--- config.mk ---
export PLATFORM = sky130hd
export DESIGN_NAME = return_stack
export DESIGN_NICKNAME = d
export VERILOG_FILES = /design/src/rtl/return_stack.sv
export SDC_FILE = /design/constraint.sdc
export NUM_CORES = 1
export LEC_CHECK = 0
export CAP_MARGIN = 40
export CORE_UTILIZATION = 40
export CTS_BUF_LIST = sky130_fd_sc_hd__clkbuf_2 sky130_fd_sc_hd__clkbuf_4 sky130_fd_sc_hd__clkbuf_8
export CTS_CLUSTER_SIZE = 40
export DETAILED_ROUTE_END_ITERATION = 6
export SYNTH_ARGS = -nofsm -noshare
export SYNTH_HDL_FRONTEND = slang
export SYNTH_SLANG_ARGS = --single-unit
--- constraint.sdc ---
create_clock -name i_clk -period 2.4 [get_ports i_clk]
set_input_delay 0.24 -clock i_clk [delete_from_list [all_inputs] [get_ports i_clk]]
set_output_delay 0.24 -clock i_clk [all_outputs]
set_load 0.01 [all_outputs]
--- src/rtl/return_stack.sv ---
// return_stack: ring-buffer return address stack with sticky over/underflow.
// Ports: i_clk, i_rst_n, i_push/i_pop/i_flush/i_err_clr, i_din -> o_dout,
//        o_count, o_empty, o_full, o_overflow, o_underflow.
module return_stack #(
  parameter int DataWidth = 16,
  parameter int Depth     = 8,
  parameter int WrapMode  = 0
) (
  input  logic                         i_clk,
  input  logic                         i_rst_n,
  input  logic                         i_push,
  input  logic                         i_pop,
  input  logic                         i_flush,
  input  logic                         i_err_clr,
  input  logic [DataWidth-1:0]         i_din,
  output logic [DataWidth-1:0]         o_dout,
  output logic [$clog2(Depth+1)-1:0]   o_count,
  output logic                         o_empty,
  output logic                         o_full,
  output logic                         o_overflow,
  output logic                         o_underflow
);

  localparam int CW = $clog2(Depth + 1);
  localparam int PW = $clog2(Depth);
  localparam logic [CW-1:0] CntMax = CW'(Depth);
  localparam logic [PW-1:0] PtrMax = PW'(Depth - 1);

  logic [DataWidth-1:0] r_mem [Depth];
  logic [PW-1:0]        r_ptr;
  logic [CW-1:0]        r_cnt;
  logic                 r_ov;
  logic                 r_un;

  logic [PW-1:0]        w_ptr_up;
  logic [PW-1:0]        w_ptr_dn;
  logic [PW-1:0]        w_ptr_n;
  logic [CW-1:0]        w_cnt_n;
  logic                 w_ov_n;
  logic                 w_un_n;
  logic                 w_we;
  logic [PW-1:0]        w_waddr;
  logic                 w_empty;
  logic                 w_full;

  // Ring wrap handled explicitly so non-power-of-two depths work.
  assign w_ptr_up = (r_ptr == PtrMax) ? '0 : r_ptr + PW'(1);
  assign w_ptr_dn = (r_ptr == '0) ? PtrMax : r_ptr - PW'(1);

  assign w_empty = (r_cnt == '0);
  assign w_full  = (r_cnt == CntMax);

  always_comb begin
    w_ptr_n = r_ptr;
    w_cnt_n = r_cnt;
    w_ov_n  = r_ov & ~i_err_clr;
    w_un_n  = r_un & ~i_err_clr;
    w_we    = 1'b0;
    w_waddr = w_ptr_up;
    if (i_flush) begin
      w_ptr_n = '0;
      w_cnt_n = '0;
    end else begin
      unique case ({i_push, i_pop})
        2'b10: begin
          if (!w_full) begin
            w_we    = 1'b1;
            w_ptr_n = w_ptr_up;
            w_cnt_n = r_cnt + CW'(1);
          end else begin
            w_ov_n = 1'b1;
            // Circular mode: slot above top is the oldest entry.
            if (WrapMode != 0) begin
              w_we    = 1'b1;
              w_ptr_n = w_ptr_up;
            end
          end
        end
        2'b01: begin
          if (!w_empty) begin
            w_ptr_n = w_ptr_dn;
            w_cnt_n = r_cnt - CW'(1);
          end else begin
            w_un_n = 1'b1;
          end
        end
        2'b11: begin
          if (!w_empty) begin
            w_we    = 1'b1;
            w_waddr = r_ptr;
          end else begin
            w_we    = 1'b1;
            w_ptr_n = w_ptr_up;
            w_cnt_n = CW'(1);
            w_un_n  = 1'b1;
          end
        end
        default: ;
      endcase
    end
  end

  always_ff @(posedge i_clk or negedge i_rst_n) begin
    if (!i_rst_n) begin
      r_ptr <= '0;
      r_cnt <= '0;
      r_ov  <= 1'b0;
      r_un  <= 1'b0;
    end else begin
      r_ptr <= w_ptr_n;
      r_cnt <= w_cnt_n;
      r_ov  <= w_ov_n;
      r_un  <= w_un_n;
    end
  end

  // Storage is not reset; Count gates visibility on DOut.
  always_ff @(posedge i_clk) begin
    if (w_we && i_rst_n) begin
      r_mem[w_waddr] <= i_din;
    end
  end

  assign o_dout      = w_empty ? '0 : r_mem[r_ptr];
  assign o_count     = r_cnt;
  assign o_empty     = w_empty;
  assign o_full      = w_full;
  assign o_overflow  = r_ov;
  assign o_underflow = r_un;

endmodule

==> results of run 1 <==
[sequential cells by signal, summed over array words and instances, names as in the netlist]
name         cells
r_mem          128
o_overflow       1
o_count          4
o_underflow      1
r_ptr            3
[per-layer routing]
layer  share of wire  vias to the layer above  global-route usage
li1                -                     1498                   -
met5               0                        -                   0
met2            0.51                       72               0.307
met3           0.047                       14              0.0468
met1            0.43                     1699               0.236
met4           0.014                        0              0.0610
[area by class of cell]
| cell class | count | area share |
|---|---|---|
| clock buffer | 20 | 0.0358 |
| clock inverter | 12 | 0.00838 |
| inverter | 8 | 0.00419 |
| multi-input combinational | 164 | 0.222 |
| sequential | 137 | 0.569 |
| tap | 180 | 0.0314 |
| timing repair buffer | 97 | 0.129 |
[path summary, 6_finish.rpt]
check,startpoint,to,slack [ns]
max,r_ptr[0]$_DFFE_PN0P_,o_dout[15],0.05
min reg2reg,o_underflow$_DFF_PN0_,o_underflow$_DFF_PN0_,0.51
max in group asynchronous,i_rst_n,r_ptr[0]$_DFFE_PN0P_,2.11
max reg2reg,o_count[1]$_DFFE_PN0P_,r_mem[6][12]$_DFFE_PP_,0.12
min in group i_clk,i_err_clr,o_underflow$_DFF_PN0_,0.45
min,i_rst_n,o_count[1]$_DFFE_PN0P_,0.14
[synthesized netlist by cell type, types with 3 or more instances]
master | number | area share
xnor2_1 | 3 | 0.0046
buf_2 | 8 | 0.0069
a31oi_1 | 3 | 0.0033
a32oi_1 | 3 | 0.0046
clkbuf_1 | 5 | 0.0033
nand2_1 | 34 | 0.022
dfrtp_1 | 9 | 0.039
nor3_1 | 3 | 0.0026
nand2b_1 | 3 | 0.0033
mux4_2 | 32 | 0.12
a22o_1 | 4 | 0.0061
inv_1 | 7 | 0.0046
mux2i_1 | 3 | 0.0052
a21oi_1 | 19 | 0.016
ha_1 | 6 | 0.013
buf_4 | 4 | 0.0052
edfxtp_1 | 128 | 0.67
nor2_1 | 17 | 0.011
[stage by stage]
stage	TNS [ns]	power (mW)	setup WS, ns	utilization
floorplan	-8.37	4.08	-0.135	-
global placement	0	4.90	0.168	0.477
detailed placement	0	4.92	0.125	0.477
CTS	-0.522	6.50	-0.185	0.506
global route	-0.121	6.83	-0.0549	0.512
finish	0	6.50	0.0549	0.512
[logic make-up after synthesis]
kind of cell | Yosys count | synth area share
buffers and inverters | 27 | 0.0232
adders and majority gates | 6 | 0.0130
muxes | 37 | 0.134
DFF | 137 | 0.705
AOI/OAI and AO/OA | 48 | 0.0620
xor gates and xnor gates | 4 | 0.00607
and+or+nand+nor | 69 | 0.0564
[repair_timing]
action                     4_1_cts  5_1_grt
cloned                           2        1
setup endpoints to repair       18        6
resized for setup               22       14
buffers inserted                 6        5
pin swaps                        1        1
[layout by cell type (no fill, tap or decap), types with 6 or more instances in the layout]
cell type        count
edfxtp_1           128
buf_4               44
mux4_2              32
nand2_1             32
clkdlybuf4s50_1     28
a21oi_1             18
clkbuf_8            17
nor2_1              13
dlygate4sd2_1       10
inv_1                6
ha_1                 6
clkinv_2             6
[worst register-to-register path: cells and delay by family (launching register included)]
| kind | cells | cell delay [ns] |
|---|---|---|
| AO/OA/AOI/OAI | 1 | 0.51 |
| buffers and inverters | 2 | 0.41 |
| flip-flops | 1 | 0.44 |
| multiplexers | 1 | 0.33 |
| AND/OR/NAND/NOR | 2 | 0.28 |
[power by group through the flow]
stage,combinational [mW],clock [mW],sequential (mW)
final,2.15,1.52,2.83
after global routing,2.33,1.66,2.84
after CTS,2.09,1.58,2.83
after detailed placement,2.04,0,2.88
after global placement,2.02,0,2.88
after floorplan,1.24,0,2.84
==> results.sh, run 1 <==
export IMPL_dp_cells=572
export IMPL_worst_pin_slew_ns=0.416
export IMPL_antenna_found_initial=0
export IMPL_postSynthCellCount=328
export IMPL_drtIter0Drc=201
export IMPL_fin_area_um2=7160
export IMPL_wl_per_cell_um=20.3
export IMPL_cts_tree="done"
export IMPL_power_frac_comb=0.331
export IMPL_area_growth_pct=24.2
export IMPL_nNetsFinal=453
export IMPL_reg2reg_depth=6
export IMPL_power_frac_seq=0.435
export IMPL_path_max_fanout=7
export IMPL_fp_dieW_um=122
export IMPL_syn_num_nets=356
export IMPL_rows=43
export IMPL_gr_total_overflow=0
export IMPL_ant_nets=0
export IMPL_core_area_um2=14000
export IMPL_wl_um=12500
export IMPL_die_area_um2=14900
export IMPL_critPathSlowestCell="mux4_2"
export IMPL_ys_seq_area_frac=0.705
export IMPL_ys_async_sr_fraction=0.0657
export IMPL_synth_edf_count=128
export IMPL_p_leak_nw=2.55
export IMPL_yosysUniqueCellTypes=47
export IMPL_yosysWarnings=0
export IMPL_maxCapViolations=0
export IMPL_ctsLongestPathBuffers=2
export IMPL_synth_seq_cells=137
export IMPL_p_sw_mw=1.96
export IMPL_root_buffer="clkbuf_8"
export IMPL_postSynthAreaPerCell_um2=17.6
export IMPL_syn_area_um2=5770
export IMPL_slew_headroom=0.715
export IMPL_slew_viol_final=0
export IMPL_clk_latency_ns=0.43
export IMPL_critical_path_endpoint_type="output port"
export IMPL_hp_class="in -> async"
export IMPL_clk_pin_slew_worst_paths_ns=0.07
export IMPL_pin_count=46
export IMPL_crit_required_ns=2.16
export IMPL_grt_total_usage=0.184
export IMPL_multi_input_area_um2=1590
export IMPL_placed_area_um2=6680
export IMPL_hold_slack_ns=0.137
export IMPL_synthFlopType="edfxtp_1"
export IMPL_crit_type="reg -> out"
export IMPL_die_height_um=122
export IMPL_cp_num_buf_inv=3
export IMPL_fin_crit_ns=2.35
export IMPL_antenna_cells=0
export IMPL_ir_drop_mv=0.509
export IMPL_status="finished, final reports clean"
export IMPL_internal_power_mw=4.55
export IMPL_ff_latch_area_um2=4070
export IMPL_via_count=3283
export IMPL_dr_pass1_iters=4
export IMPL_dp_hpwl_um=8020
export IMPL_cts_made_buffers=17
export IMPL_setup_viol=0
export IMPL_startpoint_type="register"
export IMPL_fill_cells=1197
export IMPL_start_util=0.412
export IMPL_grt_pass1_wl_um=19300
export IMPL_grt_max_degree=23
export IMPL_portBuffers=45
export IMPL_max_freq_ghz=0.426
export IMPL_grt_pass1_vias=3478
export IMPL_finalNonFillerCells=618
export IMPL_finClkSkew_ns=0.00721
export IMPL_crit_path_cell_trace="buf_4 > buf_12 > mux4_2 > mux2i_1 > nor2_1 > dlygate4sd2_1"
export IMPL_hold_violations=0
export IMPL_worst_path_dominant_cell_family="multiplexers"
export IMPL_h_tree_depth=4
export IMPL_cp_num_cells=6
export IMPL_post_route_period_util=0.977
export IMPL_clkPwrFrac=0.235
export IMPL_drc=0
export IMPL_switching_share=0.301
export IMPL_gp_congestion=0.786
export IMPL_post_drt_via_cell_ratio=5.31
export IMPL_cp_arrival_ns=2.11
export IMPL_critPathMaxStageDelay_ns=0.51
export IMPL_power_per_cell_area_nw_per_um2=908
export IMPL_rsz0062_at_grt="yes"
export IMPL_drive_gt1_frac=0.306
export IMPL_cts_sinks=137
export IMPL_holdBufCountCts=0
(Power assumes the default switching activity.)
==> run 2, diff against run 1 <==
CELL_PAD_IN_SITES_DETAIL_PLACEMENT = 1   (was not set)
CELL_PAD_IN_SITES_GLOBAL_PLACEMENT = 2   (was not set)
PLACE_DENSITY_LB_ADDON = 0.1   (was not set)
==> results.sh, run 2 (same netlist as run 1, synthesis figures left out) <==
export IMPL_portBuffers=45
export IMPL_grt_max_degree=17
export IMPL_timing_rr_start="o_count[0]$_DFFE_PN0P_"
export IMPL_grt_pass1_vias=3522
export IMPL_startpoint_type="register"
export IMPL_root_buffer="clkbuf_8"
export IMPL_via_count=3357
export IMPL_fin_tns_setup_ns=0
export IMPL_dp_hpwl_um=8790
export IMPL_die_area_um2=14900
export IMPL_post_drt_via_cell_ratio=5.29
export IMPL_rsz0062_at_grt="yes"
export IMPL_grt_pass1_wl_um=21000
export IMPL_status="finished, final reports clean"
export IMPL_gp_congestion=0.755
export IMPL_largest_reg_flops=128
export IMPL_die_height_um=122
export IMPL_start_util=0.412
export IMPL_power_per_cell_area_nw_per_um2=964
export IMPL_wl_um=13900
export IMPL_r2r_end="r_mem[4][5]$_DFFE_PP_"
export IMPL_cp_arrival_ns=2.09
export IMPL_post_route_period_util=0.970
export IMPL_setup_viol=0
export IMPL_dr_pass1_iters=4
export IMPL_h_tree_depth=4
export IMPL_maxCapViolations=0
export IMPL_crit_type="reg -> out"
export IMPL_wl_per_cell_um=22.0
export IMPL_path_max_fanout=8
export IMPL_core_area_um2=14000
export IMPL_startpoint="r_ptr[0]$_DFFE_PN0P_"
export IMPL_antenna_cells=0
export IMPL_drtIter0Drc=181
export IMPL_antenna_found_initial=0
export IMPL_ctsLongestPathBuffers=2
export IMPL_critPathMaxStageDelay_ns=0.44
export IMPL_critPathSlowestCell="dfrtp_2"
export IMPL_max_freq_ghz=0.429
export IMPL_hp_class="in -> async"
export IMPL_drc=0
export IMPL_worst_pin_slew_ns=0.452
export IMPL_clk_latency_ns=0.44
export IMPL_final_cell_mix="edfxtp_1 (128), buf_4 (55), mux4_2 (32), nand2_1 (32), clkdlybuf4s50_1 (27)"
export IMPL_grt_total_usage=0.205
export IMPL_r2r_slack_ns=0.09
export IMPL_power_total_mw=7.16
export IMPL_drive_gt1_frac=0.363
export IMPL_cts_sinks=137
export IMPL_crit_required_ns=2.16
export IMPL_ant_nets=0
export IMPL_clk_pin_slew_worst_paths_ns=0.08
export IMPL_regMostFlops="r_mem"
export IMPL_cts_tree="done"
export IMPL_cts_made_buffers=17
export IMPL_hold_slack_ns=0.177
export IMPL_slew_viol_final=0
export IMPL_worst_path_dominant_cell_family="buffers and inverters"
export IMPL_slew_headroom=0.697
export IMPL_final_common_cell="edfxtp_1"
export IMPL_crit_path_cell_trace="buf_12 > buf_12 > buf_4 > mux4_2 > nand2_1 > a21oi_1 > dlygate4sd2_1"
export IMPL_fp_dieW_um=122
export IMPL_hold_violations=0
export IMPL_rows=43
export IMPL_finClkSkew_ns=0.00948
export IMPL_gr_total_overflow=0
export IMPL_pin_count=46
export IMPL_nNetsFinal=469
export IMPL_cp_num_buf_inv=4
export IMPL_reg2reg_depth=6
export IMPL_p_leak_nw=2.67
export IMPL_ir_drop_mv=0.764
export IMPL_path_common_cell="buf_12"
export IMPL_critical_path_endpoint_type="output port"
export IMPL_area_growth_pct=28.8
export IMPL_fin_crit_ns=2.33
-- run 2: worst register-to-register path, cell delays in order (launching register included) --
cell and delay, ns:
dfrtp_2 0.49, buf_4 0.20, or3_4 0.40, a211oi_4 0.33, a32oi_1 0.19, nor2_1 0.18
buf_4 0.22
-- run 2: final cells by class --
class | count | area (um^2)
sequential | 137 | 4080
tap | 180 | 225
fill | 1327 | 6560
multi-input combinational | 164 | 1610
inverter | 8 | 30.0
clock buffer | 18 | 241
clock inverter | 14 | 173
timing repair buffer | 113 | 1070
-- run 2: worst max path at each step --
stage                             to  slack, ns  cells after the start
2_1_floorplan  r_mem[6][0]$_DFFE_PP_      -0.13                      7
5_1_grt                   o_dout[14]      -0.04                      6
3_5_place_dp   r_mem[5][9]$_DFFE_PP_      -0.03                      6
6_report                  o_dout[14]       0.07                      7
4_1_cts                   o_dout[15]      -0.16                      5
3_3_place_gp   r_mem[5][9]$_DFFE_PP_       0.06                      6
-- run 2: metal layers --
layer  vias to the layer above  GRT usage  share of wire
met3                        15     0.0520          0.041
met5                         -          0              0
met1                      1739      0.272           0.44
met2                        74      0.327           0.50
met4                         0     0.0709          0.013
li1                       1529          -              -
-- run 2: where the power goes --
| part | total, mW | leakage (nW) | switching [mW] | internal (mW) |
|---|---|---|---|---|
| registers | 2.83 | 1.26 | 0.0790 | 2.75 |
| logic | 2.38 | 1.21 | 1.17 | 1.21 |
| clock network | 1.96 | 0.202 | 0.910 | 1.05 |
-- run 2: what timing repair did --
| action | 4_1_cts | 5_1_grt |
|---|---|---|
| hold buffers | 0 | 0 |
| gates resized for setup | 24 | 35 |
| endpoints found under the setup margin | 18 | 103 |
| gates cloned | 2 | 0 |
| pin swaps | 1 | 4 |
| setup buffers | 13 | 17 |
-- run 2: stage by stage --
stage	instance area [um^2]	utilization	setup WS [ns]	cells
2_1_floorplan	5780	-	-0.135	328
3_3_place_gp	6690	0.478	0.0574	571
3_5_place_dp	6690	0.478	-0.0274	571
4_1_cts	7280	0.520	-0.164	618
5_1_grt	7430	0.531	-0.0374	634
6_report	7430	0.531	0.0712	634
